**src/rtl/uart_rx_fifo_pkg.sv**
```systemverilog
// Shared register map, bit positions and helpers for the UART receive FIFO.
// Used by the FIFO top, its storage array and the MMIO mapper side.
package uart_rx_fifo_pkg;

  localparam int RXF_BYTE_W = 8;

  typedef enum logic [2:0] {
    RXF_DATA = 3'd0,
    RXF_STAT = 3'd1,
    RXF_CTRL = 3'd2
  } rxf_reg_e;

  localparam int RXF_VALID_BIT  = 8;
  localparam int RXF_EMPTY_BIT  = 16;
  localparam int RXF_FULL_BIT   = 17;
  localparam int RXF_OVF_BIT    = 18;
  localparam int RXF_TMO_BIT    = 19;
  localparam int RXF_IRQEN_BIT  = 0;
  localparam int RXF_THRESH_LSB = 8;
  localparam int RXF_THRESH_W   = 5;
  localparam int RXF_FLUSH_BIT  = 31;

  // A threshold of zero would keep irq asserted on an empty FIFO, so it acts as one.
  function automatic logic [RXF_THRESH_W-1:0] rxf_eff_thresh(input logic [RXF_THRESH_W-1:0] thresh);
    return (thresh == '0) ? RXF_THRESH_W'(1) : thresh;
  endfunction

endpackage

```
**src/rtl/uart_rx_fifo_mem.sv**
```systemverilog
// Byte storage for the receive FIFO (rxfifo_mem): synchronous write, asynchronous
// read, intended to map onto distributed RAM. Contents are never reset.
module uart_rx_fifo_mem
  import uart_rx_fifo_pkg::*;
#(
  parameter int DEPTH_LOG2 = 4
) (
  input  logic                  clk,
  input  logic                  i_we,
  input  logic [DEPTH_LOG2-1:0] i_waddr,
  input  logic [RXF_BYTE_W-1:0] i_wdata,
  input  logic [DEPTH_LOG2-1:0] i_raddr,
  output logic [RXF_BYTE_W-1:0] o_rdata
);

  logic [RXF_BYTE_W-1:0] r_mem [2**DEPTH_LOG2];

  always_ff @(posedge clk) begin
    if (i_we) begin
      r_mem[i_waddr] <= i_wdata;
    end
  end

  assign o_rdata = r_mem[i_raddr];

endmodule

```
**src/rtl/uart_rx_fifo.sv**
```systemverilog
// Receive byte FIFO between the UART core and the CPU bus, with MMIO registers and a level irq.
// Define UART_RX_FIFO_TIMEOUT_EN to build the idle-timeout flag (STAT.tmo); otherwise tmo reads 0.
module uart_rx_fifo
  import uart_rx_fifo_pkg::*;
#(
  parameter int DEPTH_LOG2     = 4,
  parameter int TIMEOUT_CYCLES = 62500
) (
  input  logic        clk,
  input  logic        rst,
  input  logic        rxnew,
  input  logic [7:0]  rxdata,
  input  logic [2:0]  a,
  input  logic [31:0] d,
  input  logic        we,
  input  logic        rd,
  output logic [31:0] spo,
  output logic        irq
);

  localparam logic [DEPTH_LOG2:0] FULL_COUNT = {1'b1, {DEPTH_LOG2{1'b0}}};

  logic [DEPTH_LOG2-1:0]   r_wptr;
  logic [DEPTH_LOG2-1:0]   r_rptr;
  logic [DEPTH_LOG2:0]     r_count;
  logic                    r_ovf;
  logic                    r_irq_en;
  logic [RXF_THRESH_W-1:0] r_thresh;
  logic                    r_irq;

  logic                    w_empty;
  logic                    w_full;
  logic                    w_flush;
  logic                    w_pop;
  logic                    w_push;
  logic                    w_ovf_set;
  logic                    w_ovf_clr;
  logic                    w_ctrl_we;
  logic                    w_tmo;
  logic [RXF_BYTE_W-1:0]   w_head;
  logic                    w_unused_d;

  assign w_empty   = (r_count == '0);
  assign w_full    = (r_count == FULL_COUNT);
  assign w_ctrl_we = we && (a == RXF_CTRL);
  assign w_flush   = w_ctrl_we && d[RXF_FLUSH_BIT];
  assign w_pop     = rd && (a == RXF_DATA) && !w_empty && !w_flush;
  // A pop in the same cycle frees the slot, so a push into a full FIFO still lands.
  assign w_push    = rxnew && (!w_full || w_pop) && !w_flush;
  assign w_ovf_set = rxnew && w_full && !w_pop && !w_flush;
  assign w_ovf_clr = we && (a == RXF_STAT) && d[RXF_OVF_BIT];
  assign w_unused_d = ^{d[30:19], d[17:13], d[7:1]};

  uart_rx_fifo_mem #(
    .DEPTH_LOG2(DEPTH_LOG2)
  ) u_mem (
    .clk     (clk),
    .i_we    (w_push),
    .i_waddr (r_wptr),
    .i_wdata (rxdata),
    .i_raddr (r_rptr),
    .o_rdata (w_head)
  );

  always_ff @(posedge clk or posedge rst) begin
    if (rst) begin
      r_wptr  <= '0;
      r_rptr  <= '0;
      r_count <= '0;
    end else if (w_flush) begin
      r_wptr  <= '0;
      r_rptr  <= '0;
      r_count <= '0;
    end else begin
      if (w_push) begin
        r_wptr <= r_wptr + 1'b1;
      end
      if (w_pop) begin
        r_rptr <= r_rptr + 1'b1;
      end
      case ({w_push, w_pop})
        2'b10:   r_count <= r_count + 1'b1;
        2'b01:   r_count <= r_count - 1'b1;
        default: r_count <= r_count;
      endcase
    end
  end

  // A new overflow outranks a same-cycle software clear so no drop goes unreported.
  always_ff @(posedge clk or posedge rst) begin
    if (rst) begin
      r_ovf <= 1'b0;
    end else if (w_ovf_set) begin
      r_ovf <= 1'b1;
    end else if (w_ovf_clr) begin
      r_ovf <= 1'b0;
    end
  end

  always_ff @(posedge clk or posedge rst) begin
    if (rst) begin
      r_irq_en <= 1'b0;
      r_thresh <= RXF_THRESH_W'(1);
    end else if (w_ctrl_we) begin
      r_irq_en <= d[RXF_IRQEN_BIT];
      r_thresh <= d[RXF_THRESH_LSB +: RXF_THRESH_W];
    end
  end

`ifdef UART_RX_FIFO_TIMEOUT_EN
  localparam int IDLE_W = (TIMEOUT_CYCLES > 1) ? $clog2(TIMEOUT_CYCLES) : 1;
  localparam logic [IDLE_W-1:0] IDLE_MAX = IDLE_W'(TIMEOUT_CYCLES - 1);

  logic [IDLE_W-1:0] r_idle;
  logic              r_tmo;

  // Idle time is counted only while bytes wait; any FIFO activity restarts it.
  always_ff @(posedge clk or posedge rst) begin
    if (rst) begin
      r_idle <= '0;
      r_tmo  <= 1'b0;
    end else begin
      if (w_push || w_pop || w_flush) begin
        r_idle <= '0;
      end else if (!w_empty && (r_idle != IDLE_MAX)) begin
        r_idle <= r_idle + 1'b1;
      end
      if (w_pop || w_flush) begin
        r_tmo <= 1'b0;
      end else if (r_idle == IDLE_MAX) begin
        r_tmo <= 1'b1;
      end
    end
  end

  assign w_tmo = r_tmo;
`else
  logic [31:0] w_unused_timeout;

  assign w_unused_timeout = 32'(TIMEOUT_CYCLES);
  assign w_tmo            = 1'b0;
`endif

  always_ff @(posedge clk or posedge rst) begin
    if (rst) begin
      r_irq <= 1'b0;
    end else begin
      r_irq <= r_irq_en &&
               ((32'(r_count) >= 32'(rxf_eff_thresh(r_thresh))) || w_tmo);
    end
  end

  assign irq = r_irq;

  always_comb begin
    spo = '0;
    case (a)
      RXF_DATA: begin
        if (!w_empty) begin
          spo[RXF_VALID_BIT] = 1'b1;
          spo[7:0]           = w_head;
        end
      end
      RXF_STAT: begin
        spo[DEPTH_LOG2:0]  = r_count;
        spo[RXF_EMPTY_BIT] = w_empty;
        spo[RXF_FULL_BIT]  = w_full;
        spo[RXF_OVF_BIT]   = r_ovf;
        spo[RXF_TMO_BIT]   = w_tmo;
      end
      RXF_CTRL: begin
        spo[RXF_IRQEN_BIT]                   = r_irq_en;
        spo[RXF_THRESH_LSB +: RXF_THRESH_W]  = r_thresh;
      end
      default: spo = '0;
    endcase
  end

endmodule
```
**config.mk**
```make
export PLATFORM = sky130hd
export DESIGN_NAME = uart_rx_fifo
export DESIGN_NICKNAME = d
export VERILOG_FILES = /design/src/rtl/uart_rx_fifo_pkg.sv /design/src/rtl/uart_rx_fifo_mem.sv /design/src/rtl/uart_rx_fifo.sv
export SDC_FILE = /design/constraint.sdc
export NUM_CORES = 1
export LEC_CHECK = 0
export ABC_AREA = 1
export CAP_MARGIN = 25
export CORE_MARGIN = 5
export CORE_UTILIZATION = 58
export CTS_BUF_LIST = sky130_fd_sc_hd__clkbuf_4
export DETAILED_ROUTE_END_ITERATION = 8
export PLACE_DENSITY_LB_ADDON = 0.08
export SYNTH_ARGS = -nofsm -noshare
export SYNTH_HDL_FRONTEND = slang
export SYNTH_SLANG_ARGS = --single-unit
```
**constraint.sdc**
```tcl
create_clock -name clk -period 2.5 [get_ports clk]
set_input_delay 0.5 -clock clk [delete_from_list [all_inputs] [get_ports clk]]
set_output_delay 0.5 -clock clk [all_outputs]
set_load 0.02 [all_outputs]
```
==> flow_metrics.env <==
export IMPL_outcome="finished with violations"
export IMPL_failed_checks="negative setup slack"
export IMPL_root_buffer="clkbuf_4"
export IMPL_fin_ws_ns=-0.245
export IMPL_critPathArrivalTime_ns=2.25
export IMPL_hold_viol=0
export IMPL_clock_sinks=149
export IMPL_vias_per_cell=5.60
export IMPL_worstSetupStartpointType="flop"
export IMPL_top_layer_used="met4"
export IMPL_nets=750
export IMPL_power_uw=8250
export IMPL_dieWidth_um=118
export IMPL_dp_final_hpwl_um=10800
export IMPL_drc=0
export IMPL_postSynthCellCount=584
export IMPL_r2r_setup_slack_ns=0.52
export IMPL_wl_met1_um=6870
export IMPL_post_drt_wl_per_cell_um=18.3
export IMPL_fp_row_count=39
export IMPL_hold_class="in -> async"
export IMPL_ys_ff_latch=149
export IMPL_p_per_area_nw_per_um2=999
export IMPL_end_kind="primary output"
export IMPL_wl_met2_um=7500
export IMPL_routed_wl_um=15500
export IMPL_min_period_over_period=1.10
export IMPL_worstSetupPathType="reg -> out"
export IMPL_dp_cells=806
export IMPL_area_growth_pct=22.2
export IMPL_r2r_start="r_count[1]"
export IMPL_ys_types=43
export IMPL_crit_fanout=9
export IMPL_drt_first_pass_iters=5
export IMPL_instances_no_fill=846
export IMPL_cts_tree="built"
export IMPL_h_tree_depth=4
export IMPL_port_buffers=40
export IMPL_final_cell_mix="128 x edfxtp_1, 82 x nor2_1, 59 x buf_4, 56 x nand2_1, 53 x o21ai_0"
export IMPL_holdWs_ns=0.289
export IMPL_clock_fmax_ghz=0.364
export IMPL_track_usage=0.230
export IMPL_pre_cts_slack_ns=-0.322
export IMPL_final_max_slew_viol_count=0
export IMPL_ys_seq_area_frac=0.647
export IMPL_drt_iter0_drc=429
export IMPL_antenna_found_initial=0
export IMPL_ir_drop_v=0.000627
export IMPL_core_area_um2=11400
export IMPL_clockBufferDepth=2
export IMPL_fp_dieH_um=118
export IMPL_path_clk_slew_ns=0.12
export IMPL_cts_made_buffers=17
export IMPL_finalSetupViolCount=8
export IMPL_cp_data_required_time_ns=2.00
export IMPL_worstMarginPinSlew_ns=0.646
export IMPL_grt_pass1_vias=4673
export IMPL_r2r_cells=12
export IMPL_mostFrequentLayoutCell="edfxtp_1"
export IMPL_layout_drive_gt1_share=0.256
export IMPL_worstReg2RegEnd="r_count[4]"
export IMPL_initial_utilization=0.592
export IMPL_vias=4738
export IMPL_grt_pass1_wl_um=24800
export IMPL_synth_area_um2=6760
export IMPL_yosys_warnings=0
export IMPL_period_needed_ns=2.75
export IMPL_met3_length_um=884
export IMPL_maxCapViolations=0
export IMPL_antennaDiodeCount=0
export IMPL_ant_nets=0
export IMPL_grt_max_degree=22
export IMPL_leakage_uw=0.00321
export IMPL_synth_avg_cell_area_um2=11.6
export IMPL_place_congestion=0.815
export IMPL_clock_skew_ns=0.0162
export IMPL_rsz0062_at_grt="yes"
export IMPL_overflow=0
export IMPL_clock_latency_ns=0.56
export IMPL_fp_dieArea_um2=13900
export IMPL_slew_headroom=0.568
export IMPL_io_pin_count=81
## flip-flops by register name (all words and copies together) (netlist names)
register	cells
irq	1
r_count	5
r_irq_en	1
r_ovf	1
r_rptr	4
r_thresh	5
r_wptr	4
u_mem.r_mem	128
## per-stage QoR
step	instance area, um2	utilization	setup TNS [ns]
global route	8260	0.723	-2.29
CTS	8220	0.720	-1.63
floorplan	6810	-	0
finish	8260	0.723	-1.33
detailed placement	7690	0.673	-10.06
global placement	7690	0.673	-5.64
## layout make-up
cell class                      instances  area, um2
Multi-Input combinational cell        372       2190
Clock inverter                         14        150
Clock buffer                           18        135
Tap cell                              143        179
Fill cell                             805       3160
Inverter                               37        146
Timing Repair Buffer                  113       1080
Sequential cell                       149       4370
## where the power goes
group | leakage (uW) | switching, uW | internal (uW)
combinational | 0.00164 | 2100 | 1470
clock | 0.000151 | 876 | 613
sequential | 0.00142 | 181 | 3010
total | 0.00321 | 3150 | 5090
## cells in the mapped netlist (all sizes together)
cell    number  area [um2]
a21o         1        7.51
a21oi       11        77.6
buf         30         191
clkbuf      11        41.3
clkinv       1        3.75
conb         1        3.75
dfrtp       20         500
dfstp        1        26.3
edfxtp     128        3840
ha          12         150
inv         36         138
nand2       73         374
nand3       25         150
nand4        4        31.3
nor2        95         409
nor3         3        15.0
nor3b        2        20.0
o211ai       5        37.5
o21ai       91         467
o21bai       1        7.51
o221ai      18         158
o22ai        9        56.3
o31ai        1        7.51
o32ai        1        8.76
o41ai        1        8.76
or2          1        6.26
xor2         2        17.5
## worst max path at each step
stage,from,depth (start not counted),slack [ns],end
floorplan,a[2],9,0.39,u_mem.r_mem[0][0]
global placement,a[2],10,-0.32,spo[7]
detailed placement,a[2],10,-0.32,spo[7]
CTS,r_rptr[0],8,-0.27,spo[4]
global route,r_rptr[0],8,-0.38,spo[4]
finish,r_rptr[0],9,-0.25,spo[4]
## worst max-delay path: stages (launching register included)
cell      delay [ns]
dfrtp_2         0.46
clkinv_4        0.14
buf_12          0.16
o21ai_0         0.14
o22ai_1         0.10
o211ai_1        0.24
nand2_1         0.14
nand2_1         0.08
o21ai_1         0.06
buf_4           0.16
## cells by family after synthesis
logic type                 count (synthesis)  synth area share
AOI/OAI and AO/OA                        139             0.124
xor gates and xnor gates                   2           0.00259
adders and majority gates                 12            0.0222
buffers and inverters                     78            0.0554
DFF                                      149             0.647
other                                      1          0.000555
and+or+nand+nor                          203             0.149
## per-layer routing
layer | global-route usage | up-vias
met4 | 0.0724 | 0
met2 | 0.366 | 148
li1 | - | 2275
met1 | 0.325 | 2296
met5 | 0 | -
met3 | 0.0408 | 19
## repair_timing
action,CTS,global route
cloned,2,0
setup buffers,6,2
endpoints found under the setup margin,16,12
pin swaps,18,10
gates resized for setup,100,32
hold buffers,0,0
Note: power is estimated with default switching activity, not from simulation.
